==> config.mk <==
export PLATFORM = sky130hd
export DESIGN_NAME = ir_fetch_sequencer
export DESIGN_NICKNAME = d
export VERILOG_FILES = /design/src/rtl/ir_fetch_sequencer.sv
export SDC_FILE = /design/constraint.sdc
export NUM_CORES = 1
export LEC_CHECK = 0
export BUFFER_PORTS_ARGS = -buffer_cell sky130_fd_sc_hd__clkbuf_2
export CORE_MARGIN = 5
export CORE_UTILIZATION = 37
export CTS_BUF_LIST = sky130_fd_sc_hd__clkbuf_4 sky130_fd_sc_hd__clkbuf_8 sky130_fd_sc_hd__clkbuf_16
export CTS_CLUSTER_DIAMETER = 150
export DETAILED_ROUTE_END_ITERATION = 16
export PLACE_DENSITY = 0.67
export SYNTH_ARGS = -nofsm -noshare
export SYNTH_HDL_FRONTEND = slang
export SYNTH_SLANG_ARGS = --single-unit
==> constraint.sdc <==
create_clock -name CLK -period 2.1 [get_ports CLK]
set_clock_uncertainty 0.2 [all_clocks]
set_input_delay 0.315 -clock CLK [delete_from_list [all_inputs] [get_ports CLK]]
set_output_delay 0.315 -clock CLK [all_outputs]
set_load 0.05 [all_outputs]
==> src/rtl/ir_fetch_sequencer.sv <==
// Fetch/decode sequencer for the 19-bit CPU: owns the PC, fetches over a
// req/ack read port, loads the IR, waits for the opcode, launches execute.
//
// state    | meaning
// S_FETCH  | read request outstanding at pc (req held until ack)
// S_LOAD   | LOAD_REG strobe, IR captures instr_out
// S_SETTLE | IR opcode register stage settling
// S_DECODE | opcode inspected, halt or launch execute
// S_EXEC   | waiting for exec_done, then PC update and retire
// S_HALT   | stopped until reset
module ir_fetch_sequencer #(
  parameter int WORD_SIZE = 19,
  parameter int OPCODE_W  = 5,
  parameter int ADDR_W    = 14,
  parameter int SEL_W     = 3,
  parameter logic [SEL_W-1:0]    LOAD_IR_SEL = 3'd0,
  parameter logic [OPCODE_W-1:0] HALT_OPCODE = 5'h1F,
  parameter logic [ADDR_W-1:0]   RESET_PC    = 14'h0000
) (
  input  logic                 CLK,
  input  logic                 RST,
  output logic                 mem_rd_req,
  output logic [ADDR_W-1:0]    mem_addr,
  input  logic                 mem_rd_ack,
  input  logic [WORD_SIZE-1:0] mem_rd_data,
  output logic [WORD_SIZE-1:0] instr_out,
  output logic                 LOAD_REG,
  output logic [SEL_W-1:0]     LOAD_SELECT,
  input  logic [OPCODE_W-1:0]  OPCODE,
  output logic                 exec_start,
  input  logic                 exec_done,
  input  logic                 branch_taken,
  input  logic [ADDR_W-1:0]    branch_target,
  output logic [ADDR_W-1:0]    pc,
  output logic                 halted,
  output logic [15:0]          retire_count
);

  localparam logic [2:0] S_FETCH  = 3'd0;
  localparam logic [2:0] S_LOAD   = 3'd1;
  localparam logic [2:0] S_SETTLE = 3'd2;
  localparam logic [2:0] S_DECODE = 3'd3;
  localparam logic [2:0] S_EXEC   = 3'd4;
  localparam logic [2:0] S_HALT   = 3'd5;

  logic [2:0] state;

  // pc is itself a register, so the address port stays a registered output
  assign mem_addr = pc;

  always_ff @(posedge CLK) begin
    if (RST) begin
      state        <= S_FETCH;
      pc           <= RESET_PC;
      instr_out    <= '0;
      mem_rd_req   <= 1'b0;
      LOAD_REG     <= 1'b0;
      LOAD_SELECT  <= LOAD_IR_SEL;
      exec_start   <= 1'b0;
      halted       <= 1'b0;
      retire_count <= 16'd0;
    end else begin
      LOAD_REG    <= 1'b0;
      LOAD_SELECT <= LOAD_IR_SEL;
      exec_start  <= 1'b0;
      case (state)
        S_FETCH: begin
          if (!mem_rd_req) begin
            mem_rd_req <= 1'b1;
          end else if (mem_rd_ack) begin
            instr_out  <= mem_rd_data;
            mem_rd_req <= 1'b0;
            LOAD_REG   <= 1'b1;
            state      <= S_LOAD;
          end
        end
        S_LOAD:   state <= S_SETTLE;
        S_SETTLE: state <= S_DECODE;
        S_DECODE: begin
          if (OPCODE == HALT_OPCODE) begin
            halted <= 1'b1;
            state  <= S_HALT;
          end else begin
            exec_start <= 1'b1;
            state      <= S_EXEC;
          end
        end
        S_EXEC: begin
          if (exec_done) begin
            pc <= branch_taken ? branch_target : pc + ADDR_W'(1);
            if (retire_count != 16'hFFFF)
              retire_count <= retire_count + 16'd1;
            // next fetch request goes out together with the new pc
            mem_rd_req <= 1'b1;
            state      <= S_FETCH;
          end
        end
        S_HALT:  halted <= 1'b1;
        default: state  <= S_FETCH;
      endcase
    end
  end

endmodule

==> metrics.txt, run 1 <==
outcome completed; Residual DRC 0; clk sinks 56; worst endpoint required time 2.13 ns; H-Tree Depth 2; dpl ws -0.0574 ns; Max Slew Vio Count 0; Post-DP HPWL 5650 µm; placed cell area 0.00337 mm²; initial antenna violation count 0; setup TNS 0 ns; Routed WL 7640 µm; CTS Hold Bufs 0; Worst-path clk slew 0.10 ns; Setup violations, final 0; Area Overhead vs Synth 26.4%; Met2 Routed Length 3600 µm; wire length of the first global-routing pass 12,600 µm; syn avg cell area 7.94 µm²; crit end category flip-flop; effective utilization at floorplan 37.9%; Filler Cell Count 747; Top-Level Pins 113; post-DR wirelength/cell 14.1 µm; number of CTS-inserted buffers 5; FF+latch count, synth 56; Fin Hold WS 0.0270 ns; gr usage total 16.6%; area of the mapped netlist 0.00275 mm²; Synth Flop Type dfxtp_1; r2r startpoint retire_count[6]$_SDFFE_PP0P_; HP Class in2reg; Max Cap Viol 0; core footprint 0.00725 mm²; worst-path fanout max 6; PortBufs 109; Nets 487; Post-CTS Setup Repair Bufs 0; area of the multi-input gates 0.00142 mm²; yosys warns 0; Worst-Skew Late Latency 0.29 ns; slack of the critical path 0.0903 ns; Critical Path Start retire_count[6]$_SDFFE_PP0P_; TritonCTS clock tree built; FF/Latch Area 0.00114 mm²; largest net degree at the start of global routing 29; worst vdd ir 0.000346 V; period utilisation layout 95.7%; R2R depth 4; Crit path arrival time 2.04 ns; most common cell after layout, fill and taps aside clkbuf_2; CP startpoint kind flip-flop; Iter 0 DRT Violations 103; drt first pass iters 4; GP Congestion 0.833; vias in the first global route 2,690; grt ovf 0; Post-synth ARST share 0%; Die Area 0.00925 mm²; Setup CP Type reg2reg; CTS Root Cell clkbuf_8; RSZ-0062 raised after global routing true; crit path time final 2.01 ns; most frequent cells in the layout clkbuf_2, nand2_1, a21oi_1; finished layout cell area 0.00347 mm²; wl on met1 3300 µm; Fin. Hold Viols 0; Highest Signal Layer met4; Via Count 2,881; Power, Total 0.00214 W; die span in x 96.2 µm; leakage 1.42 nW; Critical Path Sink retire_count[13]$_SDFFE_PP0P_; FMAX 498 MHz; Via density 5.32; EDFF count, synth 0; hold_sp mem_rd_data[8]; Distinct cells, synth 49; CTS-repair resized insts 1; cell count after synthesis 346; sequential share of the synthesized area 40.8%; FF-to-FF End retire_count[13]$_SDFFE_PP0P_; wire length on met3 708 µm; Rows 31; R2R Setup Slk 0.09 ns; Die H 96.2 µm; clock buffer depth 2; share of cells above drive strength 1 35.0%; Final ANT Viol Nets 0; Pwr Density 615 mW/mm²; antenna cells 0
==> critical path, cell delays in order, from the launching register on <==
cell	delay (ns)
dfxtp_2	0.38
nand3_1	0.20
or4_4	0.61
or4_1	0.42
a21oi_1	0.14
==> worst min path at each step <==
stage / to / cells after the start
after global placement: instr_out[4]$_SDFFE_PP0P_ / 2
after CTS: instr_out[18]$_SDFFE_PP0P_ / 3
after floorplan: instr_out[0]$_SDFFE_PP0P_ / 2
after detailed placement: instr_out[15]$_SDFFE_PP0P_ / 2
after global routing: instr_out[18]$_SDFFE_PP0P_ / 3
final: instr_out[8]$_SDFFE_PP0P_ / 3
==> cell usage after synthesis (all sizes together) (2+ instances only) <==
master | instances | share of area [%]
nand2 | 58 | 7.9
dfxtp | 56 | 41
a21oi | 44 | 8.0
buf | 21 | 5.4
clkbuf | 19 | 2.6
nor2 | 16 | 2.2
nand3 | 14 | 2.5
o21ai | 12 | 2.2
nand4 | 10 | 2.3
o31ai | 8 | 2.2
or3 | 8 | 1.8
nor4 | 7 | 1.8
a31oi | 6 | 1.4
inv | 6 | 0.82
nor3 | 5 | 0.91
o41ai | 5 | 1.6
or4 | 5 | 1.5
a211oi | 4 | 1.1
and3 | 4 | 0.91
nand2b | 4 | 0.91
o311ai | 3 | 0.96
a41oi | 2 | 0.64
and4 | 2 | 0.64
ha | 2 | 0.91
mux2i | 2 | 0.73
nor3b | 2 | 0.55
o21a | 2 | 0.55
o221a | 2 | 0.82
o31a | 2 | 0.64
==> cells by family after synthesis <==
family	after synthesis	share of synthesized area [%]
other	1	0.136
buffers and inverters	46	8.83
AOI/OAI and AO/OA	99	22.9
and+or+nand+nor	139	25.4
DFF	56	40.8
xor gates and xnor gates	1	0.319
adders and majority gates	2	0.910
muxes	2	0.728
==> final cells by class <==
type                       count  area share, %
tap                           99           3.57
inverter                       6          0.648
timing repair buffer         127           19.6
multi-input combinational    246           40.7
clock inverter                 1          0.144
sequential                    56           32.9
clock buffer                   7           2.41
==> power by group <==
group | total (W) | switching [W] | internal [W]
clock | 0.000600 | 0.000338 | 0.000262
combinational | 0.000414 | 0.000288 | 0.000126
sequential | 0.00112 | 0.0000239 | 0.00110
total | 0.00214 | 0.000650 | 0.00149
==> flip-flops by register name, summed over array words and instances, names as in the netlist <==
| name | flops |
|---|---|
| halted | 1 |
| retire_count | 16 |
| LOAD_REG | 1 |
| state | 3 |
| instr_out | 19 |
| mem_rd_req | 1 |
| mem_addr | 14 |
| exec_start | 1 |
==> stage by stage <==
stage | util [%] | std cells
after floorplan | - | 348
after global placement | 46.4 | 534
after detailed placement | 46.4 | 534
after CTS | 47.7 | 542
after global routing | 47.9 | 542
final | 47.9 | 542
==> layer usage <==
metal	track usage, %	vias up
met5	0	-
met1	21.6	1337
met2	27.2	106
met4	3.08	0
li1	-	1436
met3	4.93	2
Power figures use the tool's default switching activity.
==> run 2: changes to the inputs <==
Settings changed: CORE_ASPECT_RATIO set to 0.6, CORE_MARGIN 5 to 2, CTS_CLUSTER_DIAMETER 150 to 60.
==> metrics.txt, run 2 (synthesis gave the netlist of run 1 again) <==
Pwr Density 657 mW/mm² (+6.9%); post-DR wirelength/cell 13.9 µm (-1.6%); Worst-path clk slew 0.07 ns (-0.03 ns); worst vdd ir 0.000306 V (-12%); Clock Power Share 34.5% (+6.4 points); finished layout cell area 0.00359 mm² (+3.2%); effective utilization at floorplan 38.0% (+0.085 points); clock buffer depth 2 (unchanged); HP Class in2reg; crit-path leading delay family simple AND/OR/NAND/NOR gates; wire length of the first global-routing pass 12,100 µm (-4.3%); die span in x 115 µm (+20%); outcome completed; TritonCTS clock tree built; drt first pass iters 5 (+1); GP Congestion 0.877 (+5.3%); Setup violations, final 0 (unchanged); Rows 24 (-23%); crit end category flip-flop; Filler Cell Count 723 (-3.2%); critical path's slowest cell or4_4; final core occ 49.6% (+1.7 points); grt ovf 0 (unchanged); Fin. Hold Viols 0 (unchanged); crit path time final 2.00 ns (-0.00995 ns); leakage 1.48 nW (+4.3%); Residual DRC 0 (unchanged); Post-DP HPWL 5630 µm (-0.33%); switch share 29.3% (-1.1 points); Max Cap Viol 0 (unchanged); number of CTS-inserted buffers 5 (unchanged); vias in the first global route 2,510 (-6.7%); Nets 495 (+1.6%); Comb power frac 17.8% (-1.5 points); NetSw 0.000690 W (+6.2%); Crit path arrival time 2.02 ns (-0.02 ns); sequential share of power 47.7% (-4.9 points); worst path buffer plus inverter count 0 (unchanged); Die H 70.8 µm (-26%); gr usage total 18.4% (+1.8 points); most common cell after layout, fill and taps aside clkbuf_2; Top-Level Pins 113 (unchanged); CP startpoint kind flip-flop; Cell Int Power 0.00167 W (+12%); Reg with most FFs instr_out; FMAX 500 MHz (+0.50%); initial antenna violation count 0 (unchanged); share of cells above drive strength 1 35.8% (+0.79 points); period utilisation layout 95.2% (-0.47 points); crit-path max cell delay 0.59 ns (-0.02 ns); clk sinks 56 (unchanged); worst endpoint required time 2.12 ns (about the same); Routed WL 7680 µm (+0.60%); RSZ-0062 raised after global routing false; Setup CP Type reg2reg; Worst-Skew Late Latency 0.29 ns (about the same); Area Overhead vs Synth 30.5%; most frequent cells in the layout clkbuf_2, nand2_1, a21oi_1; Via density 5.29 (-0.50%); largest net degree at the start of global routing 22 (-24%); max reg flops 19 (unchanged); H-Tree Depth 2 (unchanged); CTS Root Cell clkbuf_16; critical-path cell list nand4bb_4, or4_4, or4_1, a21oi_1; CTS Hold Bufs 0 (unchanged); Iter 0 DRT Violations 175 (+70%); Die Area 0.00816 mm² (-12%); worst-path fanout max 6 (unchanged); Max Slew Vio Count 0 (unchanged); core footprint 0.00724 mm² (-0.22%); Final ANT Viol Nets 0 (unchanged); PortBufs 109 (unchanged); antenna cells 0 (unchanged); placed cell area 0.00343 mm² (+2.0%); Via Count 2,930 (+1.7%)
-- run 2: cell types whose count changed in the layout (fill, tap and decap cells not counted), sizes merged --
cell / change
clkbuf: -2
inv: +1
buf: +8
-- run 2: power by group through the flow --
stage          Combinational [W]  Sequential, W  Clock, W
6_report                0.000421        0.00112  0.000813
5_1_grt                 0.000456        0.00113  0.000881
4_1_cts                 0.000418        0.00112  0.000838
3_5_place_dp            0.000416        0.00115         0
3_3_place_gp            0.000412        0.00115         0
2_1_floorplan           0.000170        0.00127         0
-- run 2: metrics by stage --
stage / total power [W] / worst slack, ns / TNS (ns) / hold WS (ns) / instances
floorplan: 0.00144 / -0.00209 / -0.00209 / 0.251 / 348
global placement: 0.00156 / 0.0962 / 0 / 0.240 / 547
detailed placement: 0.00156 / 0.0311 / 0 / 0.248 / 547
CTS: 0.00238 / 0.0672 / 0 / 0.0322 / 554
global route: 0.00247 / 0.00262 / 0 / 0.0376 / 554
finish: 0.00236 / 0.100 / 0 / 0.0390 / 554
-- run 2: layout make-up --
class,count,area [µm²],area share [%]
sequential,56,1140,31.8
multi-input combinational,246,1420,39.4
clock inverter,2,11.3,0.314
timing repair buffer,135,741,20.6
tap,104,130,3.63
inverter,6,22.5,0.628
clock buffer,5,125,3.49
-- run 2: repair_timing --
action / 4_1_cts / 5_1_grt
setup buffers: 0 / 0
resized for setup: 0 / 1
setup endpoints to repair: 0 / 1
-- run 2: worst reg2reg max path, cell delays in order (launching register included) --
cell,delay [ns]
dfxtp_1,0.33
nand4bb_4,0.24
or4_4,0.59
or4_1,0.42
a21oi_1,0.15
-- run 2: final timing paths --
kind | to | start | depth (start not counted) | slack, ns
worst max register to register | retire_count[13]$_SDFFE_PP0P_ | state[1]$_SDFFE_PP0P_ | 4 | 0.10
worst min-delay path | instr_out[13]$_SDFFE_PP0P_ | mem_rd_data[13] | 3 | 0.04
worst max-delay path | retire_count[13]$_SDFFE_PP0P_ | state[1]$_SDFFE_PP0P_ | 4 | 0.10
worst min register to register | instr_out[8]$_SDFFE_PP0P_ | instr_out[8]$_SDFFE_PP0P_ | 2 | 0.26
-- run 2: metal layers --
layer  global-route usage (%)  up-vias  wire length, µm
li1                         -     1451                -
met1                     26.4     1346             3710
met2                     27.3      125             3290
met3                     5.83        8              629
met4                     3.88        0               53
met5                        0        -                0
==> run 3: changes to the inputs <==
Settings changed: CELL_PAD_IN_SITES_DETAIL_PLACEMENT set to 1, CELL_PAD_IN_SITES_GLOBAL_PLACEMENT set to 1, CORE_UTILIZATION 37 to 34, PLACE_DENSITY 0.67 to 0.83.
==> metrics.txt, run 3 (synthesis gave the netlist of run 1 again) <==
outcome completed; Via Count 2,956 (+0.89%); GR Util met1 25.5% (-0.89 points); Crit path arrival time 2.03 ns (about the same); slack of the critical path 0.0972 ns (-0.00311 ns); worst-path fanout max 10 (+4); Via density 5.35 (+1.1%); RSZ-0062 raised after global routing false; Residual DRC 0 (unchanged); CTS Root Cell clkbuf_16; clock buffer depth 2 (unchanged); initial antenna violation count 0 (unchanged); largest net degree at the start of global routing 35 (+59%); post-DR wirelength/cell 15.6 µm (+12%); Iter 0 DRT Violations 155 (-11%); vias in the first global route 2,824 (+13%); R2R depth 5 (+1); wire length of the first global-routing pass 13,600 µm (+12%); Die Area 0.00884 mm² (+8.4%); Pwr Density 674 mW/mm² (+2.4%); period utilisation layout 95.4% (+0.15 points); Nets 489 (-1.2%); share of cells above drive strength 1 35.5% (-0.27 points); Setup CP Type reg2reg; HP Class in2reg; most frequent cells in the layout clkbuf_2, nand2_1, a21oi_1; Final ANT Viol Nets 0 (unchanged); Post-CTS Setup Repair Bufs 0 (unchanged); Routed WL 8600 µm (+12%); met2 usage 32.6% (+5.3 points); max reg flops 19 (unchanged); worst endpoint required time 2.13 ns (about the same); Fin Hold WS 0.0330 ns (-0.00607 ns); clk sinks 56 (unchanged); FMAX 499 MHz (-0.16%); finished layout cell area 0.00357 mm² (-0.35%); Area Overhead vs Synth 30.0%; critical path's slowest cell or4b_1; placed cell area 0.00341 mm² (-0.80%); Reg with most FFs instr_out; Max Cap Viol 0 (unchanged); Rows 25 (+4.2%); gr usage total 18.9% (+0.51 points); Max Slew Vio Count 0 (unchanged); PortBufs 109 (unchanged); crit path time final 2.00 ns (+0.00311 ns); dpl ws 0.0407 ns (+0.00959 ns); most common cell after layout, fill and taps aside clkbuf_2; effective utilization at floorplan 35.0% (-3.0 points); number of CTS-inserted buffers 5 (unchanged); Top-Level Pins 113 (unchanged); busiest grt layer met2; Worst-path clk slew 0.08 ns (about the same); Power, Total 0.00241 W (+2.1%); Setup violations, final 0 (unchanged); critical-path cell list buf_4, and4bb_2, nand3_1, or4b_1, a21oi_1; Die H 73.7 µm (+4.1%); worst vdd ir 0.000479 V (+57%); leakage 1.46 nW (-1.9%); TritonCTS clock tree built; setup TNS 0 ns (unchanged); Worst-Skew Late Latency 0.29 ns (about the same); CP startpoint kind flip-flop; crit end category flip-flop; hold path depth 3 (unchanged); core footprint 0.00785 mm² (+8.5%); GP Congestion 0.813 (-7.4%); grt ovf 0 (unchanged); die span in x 120 µm (+4.2%); Fin. Hold Viols 0 (unchanged); drt first pass iters 4 (-1); met3 usage 4.11% (-1.7 points); H-Tree Depth 2 (unchanged); antenna cells 0 (unchanged); crit-path max cell delay 0.52 ns (-0.07 ns); Post-DP HPWL 6470 µm (+15%)
run 3: power breakdown:
part / total, W / leakage, nW / switching (W) / internal (W)
Sequential: 0.00113 / 0.461 / 0.0000263 / 0.00110
Combinational: 0.000425 / 0.925 / 0.000292 / 0.000133
Clock: 0.000857 / 0.0703 / 0.000410 / 0.000446
run 3: cell type report:
cell class,count,area [µm²]
clock inverter,3,22.5
multi-input combinational,246,1420
inverter,6,22.5
clock buffer,5,125
fill,990,4280
timing repair buffer,129,708
tap,108,135
sequential,56,1140
run 3: what timing repair did:
action	4_1_cts	5_1_grt
endpoints found under the setup margin	0	3
hold buffers	0	0
gates resized for setup	0	3
run 3: worst max-delay path, delay by kind of cell, from the launching register on:
kind	cells	cell delay, ns
AO/OA/AOI/OAI	1	0.14
buffers and inverters	1	0.19
flip-flops	1	0.39
AND/OR/NAND/NOR	3	1.01
run 3: routing by layer:
layer	wire length, µm	share of wire, %	up-vias
met4	0	0	0
met3	477	5.5	0
li1	-	-	1444
met2	4040	47	88
met1	4090	48	1424
met5	0	0	-
run 3: final timing paths:
check | from | to | slack (ns)
setup / recovery | state[2]$_SDFFE_PP0P_ | retire_count[9]$_SDFFE_PP0P_ | 0.1
hold / removal | mem_rd_data[7] | instr_out[7]$_SDFFE_PP0P_ | 0.03
setup reg to reg | state[2]$_SDFFE_PP0P_ | retire_count[9]$_SDFFE_PP0P_ | 0.1
hold reg to reg | instr_out[3]$_SDFFE_PP0P_ | instr_out[3]$_SDFFE_PP0P_ | 0.26
run 3: stage by stage:
step / std cells / utilization [%]
after global placement: 545 / 43.4
after CTS: 553 / 45.3
after global routing: 553 / 45.5
final: 553 / 45.5
after detailed placement: 545 / 43.4
after floorplan: 348 / -
